File: config.mk
export PLATFORM = sky130hd
export DESIGN_NAME = serial_shifter
export DESIGN_NICKNAME = d
export VERILOG_FILES = /design/src/rtl/shift_pkg.sv /design/src/rtl/shift_step.sv /design/src/rtl/serial_shifter.sv
export SDC_FILE = /design/constraint.sdc
export NUM_CORES = 1
export LEC_CHECK = 0
export BUFFER_PORTS_ARGS = -buffer_cell sky130_fd_sc_hd__buf_2
export CAP_MARGIN = 0
export CELL_PAD_IN_SITES_DETAIL_PLACEMENT = 1
export CELL_PAD_IN_SITES_GLOBAL_PLACEMENT = 1
export CORE_ASPECT_RATIO = 1.4
export CORE_UTILIZATION = 42
export CTS_BUF_LIST = sky130_fd_sc_hd__clkbuf_8
export CTS_CLUSTER_SIZE = 25
export DETAILED_ROUTE_END_ITERATION = 6
export HOLD_SLACK_MARGIN = 0.03
export PLACE_DENSITY = 0.86
export SETUP_SLACK_MARGIN = 0.05
export SLEW_MARGIN = 30
export SYNTH_ARGS = -nofsm -noshare
export SYNTH_HDL_FRONTEND = slang
export SYNTH_SLANG_ARGS = --single-unit
File: constraint.sdc
create_clock -name clk -period 2.1 [get_ports clk]
set_clock_uncertainty 0.2 [all_clocks]
set_input_delay 0.525 -clock clk [delete_from_list [all_inputs] [get_ports clk]]
set_output_delay 0.525 -clock clk [all_outputs]
set_load 0.005 [all_outputs]
File: src/rtl/shift_pkg.sv
// Shared definitions for the iterative shifter.
// Holds the opcode encodings used by the control unit and the FSM state
// encoding of serial_shifter.
package shift_pkg;

  localparam logic [1:0] OP_SLL  = 2'b00;
  localparam logic [1:0] OP_SRL  = 2'b01;
  localparam logic [1:0] OP_ROTL = 2'b10;
  localparam logic [1:0] OP_SRA  = 2'b11;

  localparam logic [1:0] IDLE  = 2'd0;
  localparam logic [1:0] SHIFT = 2'd1;
  localparam logic [1:0] DONE  = 2'd2;

endpackage

File: src/rtl/shift_step.sv
// Single one-bit shift step, purely combinational.
// Ports:
//   w      - current working value
//   op     - operation select (OP_SLL / OP_SRL / OP_SRA / OP_ROTL)
//   w_next - value after exactly one bit position of the selected shift
module shift_step
  import shift_pkg::*;
#(
  parameter int WIDTH = 32
) (
  input  logic [WIDTH-1:0] w,
  input  logic [1:0]       op,
  output logic [WIDTH-1:0] w_next
);

  always_comb begin
    w_next = w;
    case (op)
      OP_SLL:  w_next = {w[WIDTH-2:0], 1'b0};
      OP_SRL:  w_next = {1'b0, w[WIDTH-1:1]};
      // sign bit re-injected every step so negative operands stay negative
      OP_SRA:  w_next = {w[WIDTH-1], w[WIDTH-1:1]};
      OP_ROTL: w_next = {w[WIDTH-2:0], w[WIDTH-1]};
      default: w_next = w;
    endcase
  end

endmodule

File: src/rtl/serial_shifter.sv
// Multi-cycle iterative shifter (SLL/SRL/SRA/ROTL), one bit per clock.
// Ports:
//   clk    - system clock, rising edge
//   reset  - synchronous active-high reset
//   start  - request; accepted only in IDLE or DONE
//   op     - operation select (see shift_pkg)
//   data   - operand, captured on accept
//   shamt  - shift amount, captured on accept
//   busy   - high while shifting
//   done   - one-cycle pulse, result valid
//   result - shifted value, held until the next completed operation
//
// state | meaning
// ------+-----------------------------------------------------------
// IDLE  | waiting for start
// SHIFT | stepping working register; count holds remaining steps
// DONE  | result just loaded, done pulse; start here is accepted
module serial_shifter
  import shift_pkg::*;
#(
  parameter int WIDTH = 32,
  parameter int SHW   = $clog2(WIDTH)
) (
  input  logic             clk,
  input  logic             reset,
  input  logic             start,
  input  logic [1:0]       op,
  input  logic [WIDTH-1:0] data,
  input  logic [SHW-1:0]   shamt,
  output logic             busy,
  output logic             done,
  output logic [WIDTH-1:0] result
);

  logic [1:0]       state;
  logic [1:0]       op_q;
  logic [SHW-1:0]   count;
  logic [WIDTH-1:0] w;
  logic [WIDTH-1:0] w_next;
  logic             ready;

  shift_step #(.WIDTH(WIDTH)) u_step (
    .w      (w),
    .op     (op_q),
    .w_next (w_next)
  );

  assign ready = (state == IDLE) || (state == DONE);
  assign busy  = (state == SHIFT);
  assign done  = (state == DONE);

  always_ff @(posedge clk) begin
    if (reset) begin
      state  <= IDLE;
      op_q   <= OP_SLL;
      count  <= '0;
      w      <= '0;
      result <= '0;
    end else begin
      case (state)
        IDLE, DONE: begin
          if (ready && start) begin
            w     <= data;
            op_q  <= op;
            count <= shamt;
            state <= SHIFT;
          end else begin
            state <= IDLE;
          end
        end
        SHIFT: begin
          // one extra cycle with count==0 hands w over to result, so the
          // latency is always shamt+2 from the start cycle
          if (count != '0) begin
            w     <= w_next;
            count <= count - SHW'(1);
          end else begin
            result <= w;
            state  <= DONE;
          end
        end
        default: state <= IDLE;
      endcase
    end
  end

endmodule

# == After elaboration in Yosys (flattened, before gate mapping) ==
# Cells that the tools add are included.
# op_classes
n_addsub,1
n_eq_ne,9
mux,10
bitwise_logic,1
n_reduce_logical,11
# ops
operator,count
$pmux 32 s4,1
$mux 32,2
$pmux 32 s2,1
$mux 5,2
$pmux 5 s2,1
$eq 2x2->1 const B,3
$ne 2x2->1 const B,3
$reduce_bool 5->1,1
$sub 5x1->5 const B,1
$eq 2x1->1 const B,2
$logic_not 2->1,2
$pmux 2 s2,1
$reduce_and 2->1,2
$reduce_and 4->1,1
$reduce_and 3->1,1
$mux 2,1
$ne 2x1->1 const B,1
$reduce_bool 2->1,1
$reduce_or 2->1,1
$logic_and 1x1->1,1
$logic_or 1x1->1,1
$mux 1,1
$not 1->1,1
# totals
reg_bits,73
inputBits,42
output_inout_bits,34
wordCells,38

# == Longest topological paths before layout ==
# Gate-level depths: netlist of run 1.
# logic_depth
word_depth,5
depth_mapped,8
depth_no_buf,7

# == Cells and area by module ==
# Synthesis of run 1 repeated with hierarchy kept, for this count alone.
# hier_totals
cells_unflattened,338
area_unflattened_um2,3567.2
# by_module_without_submodules
mod,instances,cells_per_inst,area_per_inst_um2,seq_area_each_um2
serial_shifter,1,298,3042.9,1461.4
shift_step,1,40,524.3,0.0

# == Least setup slack after synthesis of run 1 ==
# Ideal clock, no wire load.
# synth_path
path_kind,input-to-reg
start,in start
end,reg w[0]
setup_ns,0.068
arrival_time_ns,1.566
t_required_ns,1.832
path_slack_ns,0.266
path_stages,7
path_buffers,3
cell_sequence,nor2b_1 > buf_2 > o21ba_1 > or2_1 > buf_6 > buf_6 > o2bb2ai_2
# synth_between
elab_chain_len,3
# synth_rtl
item,line_no,text
from (decl),serial_shifter.sv:26,"input logic start,"
$logic_and 1x1->1,serial_shifter.sv:62,if (ready && start) begin
$ne 2x2->1 (no line),--,
$reduce_and 3->1 (no line),--,
to (signal assigned),serial_shifter.sv:63,w <= data;
to (signal assigned),serial_shifter.sv:75,w <= w_next;
to (decl),serial_shifter.sv:38,logic [WIDTH-1:0] w;
# Every way passes these cells.
# A chain may end at the register's enable or synchronous reset.

# == Final worst setup path of run 1 ==
# layout_path
start,reg count[0]
end,reg count[0]
# layout_between
elab_chain_len,3
word_cells_on_any_way,6
classes_between,add/sub (1); eq/ne (1); mux (2); reduce/logical (2)
# layout_rtl
item,line_no,text
from (decl),serial_shifter.sv:37,logic [SHW-1:0] count;
from (signal assigned),serial_shifter.sv:65,count <= shamt;
from (signal assigned),serial_shifter.sv:76,count <= count - SHW'(1);
$sub 5x1->5 or $reduce_bool 5->1 (tied branches),"serial_shifter.sv:76, serial_shifter.sv:74",
$mux 5 or $ne 2x1->1 (tied branches),--,
$pmux 5 s2 or $reduce_and 3->1 (tied branches),--,
# Parallel ways exist; a longest one is shown, timed or not. The select of a mux whose other input is x is not followed.

==> qor.yml, run 1 <==
cts-hold-fix-buffers: 0
p_leak_nw: 1.58
reg2reg_from: "count[0]$_SDFFE_PP0P_"
layout-drive-gt1-share: 0.321
clock-sinks: 73
die_w_um: 78.5
grt_usage: 0.219
overflow: 0
via_per_inst: 5.29
ios: 76
relSlewSlack: 0.686
endpoint_kind: "flip-flop"
gp_congestion: 0.828
synthCells: 373
crit_fanout: 12
hold_violations: 0
numCtsBuffers: 9
synth_top_flop_cell: "dfxtp_1"
required_ns: 2.18
synth_top_area_cell: "dfxtp_1"
fin_crit_sh: 0.946
ys_seq_area_frac: 0.424
startpoint_type: "flip-flop"
reg2regPathDepth: 7
synth_compound_area_frac: 0.255
fin_area_um2: 4050
die_h_um: 109
diodes: 0
h-tree-depth: 3
cp.depth: 7
drc: 0
async_flop_share: 0
mostFrequentLayoutCells: "75 x buf_2, 72 x dfxtp_1, 68 x nand2_1, 68 x a21oi_1, 36 x nor2_1"
cpMaxStageDelayCell: "dfxtp_1"
path_clk_slew_ns: 0.07
tns_ns: 0
synthMuxAreaShare: 0.0959
synth_cell_type_count: 35
dieArea_um2: 8570
wirelength_um: 8760
first_pass_iters: 4
place_area_um2: 3860
drv_cap: 0
ant_nets: 0
vias: 2902
first_iter_violations: 91
worstSetupStartpoint: "count[0]$_SDFFE_PP0P_"
synth-seq-cells: 73
ys.warnings.count: 0
final_nets: 487
core_um2: 7850
avgSynthCellArea_um2: 9.23
powerDensity_nw_per_um2: 812
cp_cell_sequence: "inv_1 -> ha_1 -> nor4b_4 -> o21ba_1 -> or2_2 -> buf_4 -> o2bb2ai_1"
min-delay-start: "op[1]"
port_buffers: 75
clockBufferDepth: 2
wl_per_cell_um: 16.0
cts_tree: "yes"
synth_area_leaders: "dfxtp_1 42%, o2bb2ai_2 13%, a21oi_1 9.9%, mux2i_1 9.6%, nand2_1 7.4%"
drv_slew: 0
grt_start_max_net_pins: 51
min_path_type: "in -> reg"
outcome: "complete, no violations"
synth-simple-area-share: 0.157
r2r_end: "count[0]$_SDFFE_PP0P_"
grt_pass1_wl_um: 14300
clk_latency_ns: 0.35
period_needed_ns: 1.99
cpPeakStageDelay_ns: 0.38
worst-r2r-setup-slack_ns: 0.11
fp-row-count: 38
path_class: "reg -> reg"
areaGrowthSynthToFinish_pct: 17.7
ir_drop_mv: 0.518
synth_top_area_frac: 0.424
rsz0062_at_grt: "no"
synth_fa_ha_area_frac: 0.00363
initial_core_util: 0.439
worst_slew_pin_slew_ns: 0.471
critPathCapture: "count[0]$_SDFFE_PP0P_"
synth_xor_area_frac: 0
worst-path-buf-inv: 2
syn_nets: 416
clockRootBuffer: "clkbuf_8"
synth_area_um2: 3440
timing.fmax_mhz: 504
postCtsSetupBuffers: 0
post_cts_resized: 0
grt_antenna_before_repair: 0
synth_edf_count: 0
critical_path_arrival_ns: 2.07
crit_family: "simple AND/OR/NAND/NOR gates"
hpwlAfterDp_um: 6120
finalSetupViolCount: 0
final_common_cell: "buf_2"
grt_pass1_vias: 2976
synth_top_family_by_area: "compound AO/OA/AOI/OAI gates"
==> synth_stat cells, types with 2 or more instances <==
library cell  number
dfxtp_1           73
nor2_1            36
buf_2             11
buf_1              2
inv_1              3
clkbuf_1           8
buf_6             10
nor3_1             2
o21ai_0            3
o2bb2ai_2         30
nand2b_1           2
o2bb2ai_1          2
a21oi_1           68
mux2i_1           33
nor2b_1            3
nand2_1           68
==> layer usage <==
layer | track usage | up-vias | routed length, µm
li1 | - | 1439 | -
met1 | 0.248 | 1400 | 3690
met2 | 0.393 | 52 | 4650
met3 | 0.0552 | 11 | 263
met4 | 0.0807 | 0 | 151
met5 | 0 | - | 0
==> logic make-up (layout without fill, tap and decap cells) <==
group           after synthesis  after routing
fa+ha+maj                     1              1
simple gates                121            121
buf+inv                      35            111
compound gates              110            110
flops                        73             73
mux                          33             33
==> report_power, final <==
part	total, W	internal, W	leakage, nW	switching (W)
clock network	0.00107	0.000538	0.104	0.000530
logic	0.000615	0.000260	0.877	0.000355
registers	0.00161	0.00148	0.595	0.000122
total	0.00329	0.00228	1.58	0.00101
==> worst reg2reg max path, stage by stage (launching register included) <==
cell       delay [ns]
dfxtp_1          0.38
inv_1            0.07
ha_1             0.21
nor4b_4          0.14
o21ba_1          0.21
or2_2            0.33
buf_4            0.22
o2bb2ai_1        0.15
==> metrics by stage <==
step / util / hold WS, ns / power (W) / instances / worst slack (ns)
2_1_floorplan: - / 0.253 / 0.00208 / 373 / 0.266
3_3_place_gp: 0.492 / 0.242 / 0.00222 / 533 / 0.210
3_5_place_dp: 0.492 / 0.247 / 0.00225 / 533 / 0.111
4_1_cts: 0.516 / 0.196 / 0.00333 / 549 / 0.0824
5_1_grt: 0.517 / 0.226 / 0.00346 / 549 / 0.0700
6_report: 0.517 / 0.209 / 0.00329 / 549 / 0.114
==> sequential cells by signal, indices dropped and copies added, names as in the netlist <==
| signal | flops |
|---|---|
| w | 32 |
| count | 5 |
| op_q | 2 |
| result | 32 |
| state | 2 |
==> final cells by class <==
| cell class | count | area [µm²] |
|---|---|---|
| Clock inverter | 7 | 62.6 |
| Tap cell | 100 | 125 |
| Clock buffer | 9 | 124 |
| Sequential cell | 73 | 1460 |
| Inverter | 4 | 15.0 |
| Fill cell | 968 | 3790 |
| Timing Repair Buffer | 91 | 499 |
| Multi-Input combinational cell | 265 | 1760 |
==> worst min-delay path by stage <==
stage / to / slack, ns / cells after the start
global route: op_q[1]$_SDFFE_PP0P_ / 0.23 / 3
finish: op_q[1]$_SDFFE_PP0P_ / 0.21 / 3
CTS: op_q[1]$_SDFFE_PP0P_ / 0.20 / 3
floorplan: result[0]$_SDFFE_PP0P_ / 0.25 / 2
detailed placement: result[22]$_SDFFE_PP0P_ / 0.25 / 2
global placement: result[24]$_SDFFE_PP0P_ / 0.24 / 2
(Power assumes the default switching activity.)
==> run 2: changes to the inputs <==
- clock period: 2.1 -> 2.2 ns (I/O delays scaled with it)
==> run 2 against run 1 <==
Sequential share of layout area is 0.35 points lower. Die area did not move. Clock power rose by 10%. Sequential cell count is the same. Worst hold slack improved by 0.022 ns. Total power rose by 0.58%. Fmax down 2.2%. Via count up 0.62%. Final cell count down 0.36%. Utilization rose by 0.51 points. Final area is 0.99% higher. Non-clock buffer count fell by 2. Critical endpoint unchanged.
==> qor.yml, run 2 (synthesized netlist as in run 1, its figures left out) <==
timing.fmax_mhz: 493
final_nets: 485
postCtsSetupBuffers: 0
numCtsBuffers: 9
startpoint_type: "flip-flop"
grt_antenna_before_repair: 0
clock-sinks: 73
drc: 0
place_area_um2: 3870
num-fill-cells: 957
endpoint_kind: "flip-flop"
critical_path_arrival_ns: 2.11
finalSetupViolCount: 0
hold_violations: 0
grt_pass1_vias: 2972
required_ns: 2.28
seq_power_share: 0.466
worst_slew_pin_slew_ns: 0.435
cpPeakStageDelay_ns: 0.38
dieArea_um2: 8570
die_h_um: 109
post_cts_resized: 0
grt_use_met2: 0.401
mostFrequentLayoutCells: "75 x buf_2, 72 x dfxtp_1, 68 x nand2_1, 68 x a21oi_1, 36 x nor2_1"
intPower_w: 0.00233
clockBufferDepth: 2
largestRegisters: "result: 32 flops, w: 32 flops, count: 5 flops"
vias: 2920
initial_core_util: 0.439
path_class: "reg -> reg"
swShare: 0.295
fp-row-count: 38
crit_fanout: 24
rsz0062_at_grt: "no"
fin_crit_sh: 0.923
layout-drive-gt1-share: 0.318
cpMaxStageDelayCell: "dfxtp_1"
min_path_type: "in -> reg"
overflow: 0
grt_pass1_wl_um: 14600
clk_latency_ns: 0.36
ir_drop_mv: 0.451
drv_cap: 0
clockRootBuffer: "clkbuf_8"
fin_area_um2: 4090
ant_nets: 0
seqCellArea_um2: 1460
via_per_inst: 5.34
post-route-util: 0.522
grt_usage: 0.223
final_common_cell: "buf_2"
p_leak_nw: 1.59
port_buffers: 75
die_w_um: 78.5
worst-path-buf-inv: 2
first_iter_violations: 128
first_pass_iters: 4
cts-hold-fix-buffers: 0
core_um2: 7850
wl_per_cell_um: 16.4
switching_power_w: 0.000976
drv_slew: 0
ios: 76
hpwlAfterDp_um: 6140
outcome: "complete, no violations"
areaGrowthSynthToFinish_pct: 18.9
grt_start_max_net_pins: 45
crit_family: "simple AND/OR/NAND/NOR gates"
cts_tree: "yes"
powerDensity_nw_per_um2: 809
path_clk_slew_ns: 0.07
grt_busiest_layer: "met2"
tns_ns: 0
met1_usage: 0.260
period_needed_ns: 2.03
combPwrFrac: 0.177
use_met3: 0.0360
multiInputGateArea_um2: 1760
h-tree-depth: 3
gp_congestion: 0.809
diodes: 0
pwr-share-clk: 0.357
hold_slack_ns: 0.231
wirelength_um: 8970
cp_cell_sequence: "inv_1 -> ha_1 -> nor4b_4 -> o21ba_1 -> or2_2 -> buf_4 -> o2bb2ai_1"
relSlewSlack: 0.710
[run 2: cell count changes in the layout (fill, tap and decap cells not counted)]
| cell | before | now |
|---|---|---|
| buf_6 | 1 | 0 |
| buf_12 | 0 | 2 |
| clkinv_2 | 4 | 2 |
| clkbuf_8 | 9 | 10 |
| bufinv_16 | 1 | 2 |
| buf_4 | 15 | 12 |
[run 2: power by group through the flow]
stage	Combinational, W	Clock [W]	Sequential [W]
after floorplan	0.000453	0	0.00153
after global placement	0.000561	0	0.00156
after detailed placement	0.000586	0	0.00157
after CTS	0.000594	0.00120	0.00154
after global routing	0.000645	0.00125	0.00156
final	0.000586	0.00118	0.00154
[run 2: worst min-delay path: cells and delay by family]
kind | cells | cell delay (ns)
mux | 1 | 0.05
simple gates | 1 | 0.07
buf+inv | 1 | 0.07
[run 2: final cells by class]
cell class	instances	area share
multi-input combinational	265	0.431
tap	100	0.0306
inverter	4	0.00367
sequential	73	0.357
timing repair buffer	89	0.124
clock buffer	10	0.0336
clock inverter	6	0.0202
[run 2: metal layers]
layer / routed length [µm] / up-vias
met4: 167 / 0
met2: 4760 / 63
met1: 3790 / 1411
met5: 0 / -
li1: - / 1431
met3: 256 / 15
[run 2: final timing paths]
| check | from | end | slack (ns) | cells after the start |
|---|---|---|---|---|
| max | count[0]$_SDFFE_PP0P_ | count[0]$_SDFFE_PP0P_ | 0.17 | 7 |
| min | op[1] | op_q[1]$_SDFFE_PP0P_ | 0.23 | 3 |
| max reg2reg | count[0]$_SDFFE_PP0P_ | count[0]$_SDFFE_PP0P_ | 0.17 | 7 |
| min reg2reg | result[30]$_SDFFE_PP0P_ | result[30]$_SDFFE_PP0P_ | 0.25 | 2 |
[run 2: per-stage QoR]
step                std cells  total power [W]  worst slack (ns)
global placement          531          0.00212             0.257
floorplan                 373          0.00198             0.341
global route              547          0.00345            0.0798
CTS                       547          0.00333             0.171
finish                    547          0.00331             0.170
detailed placement        531          0.00216             0.187
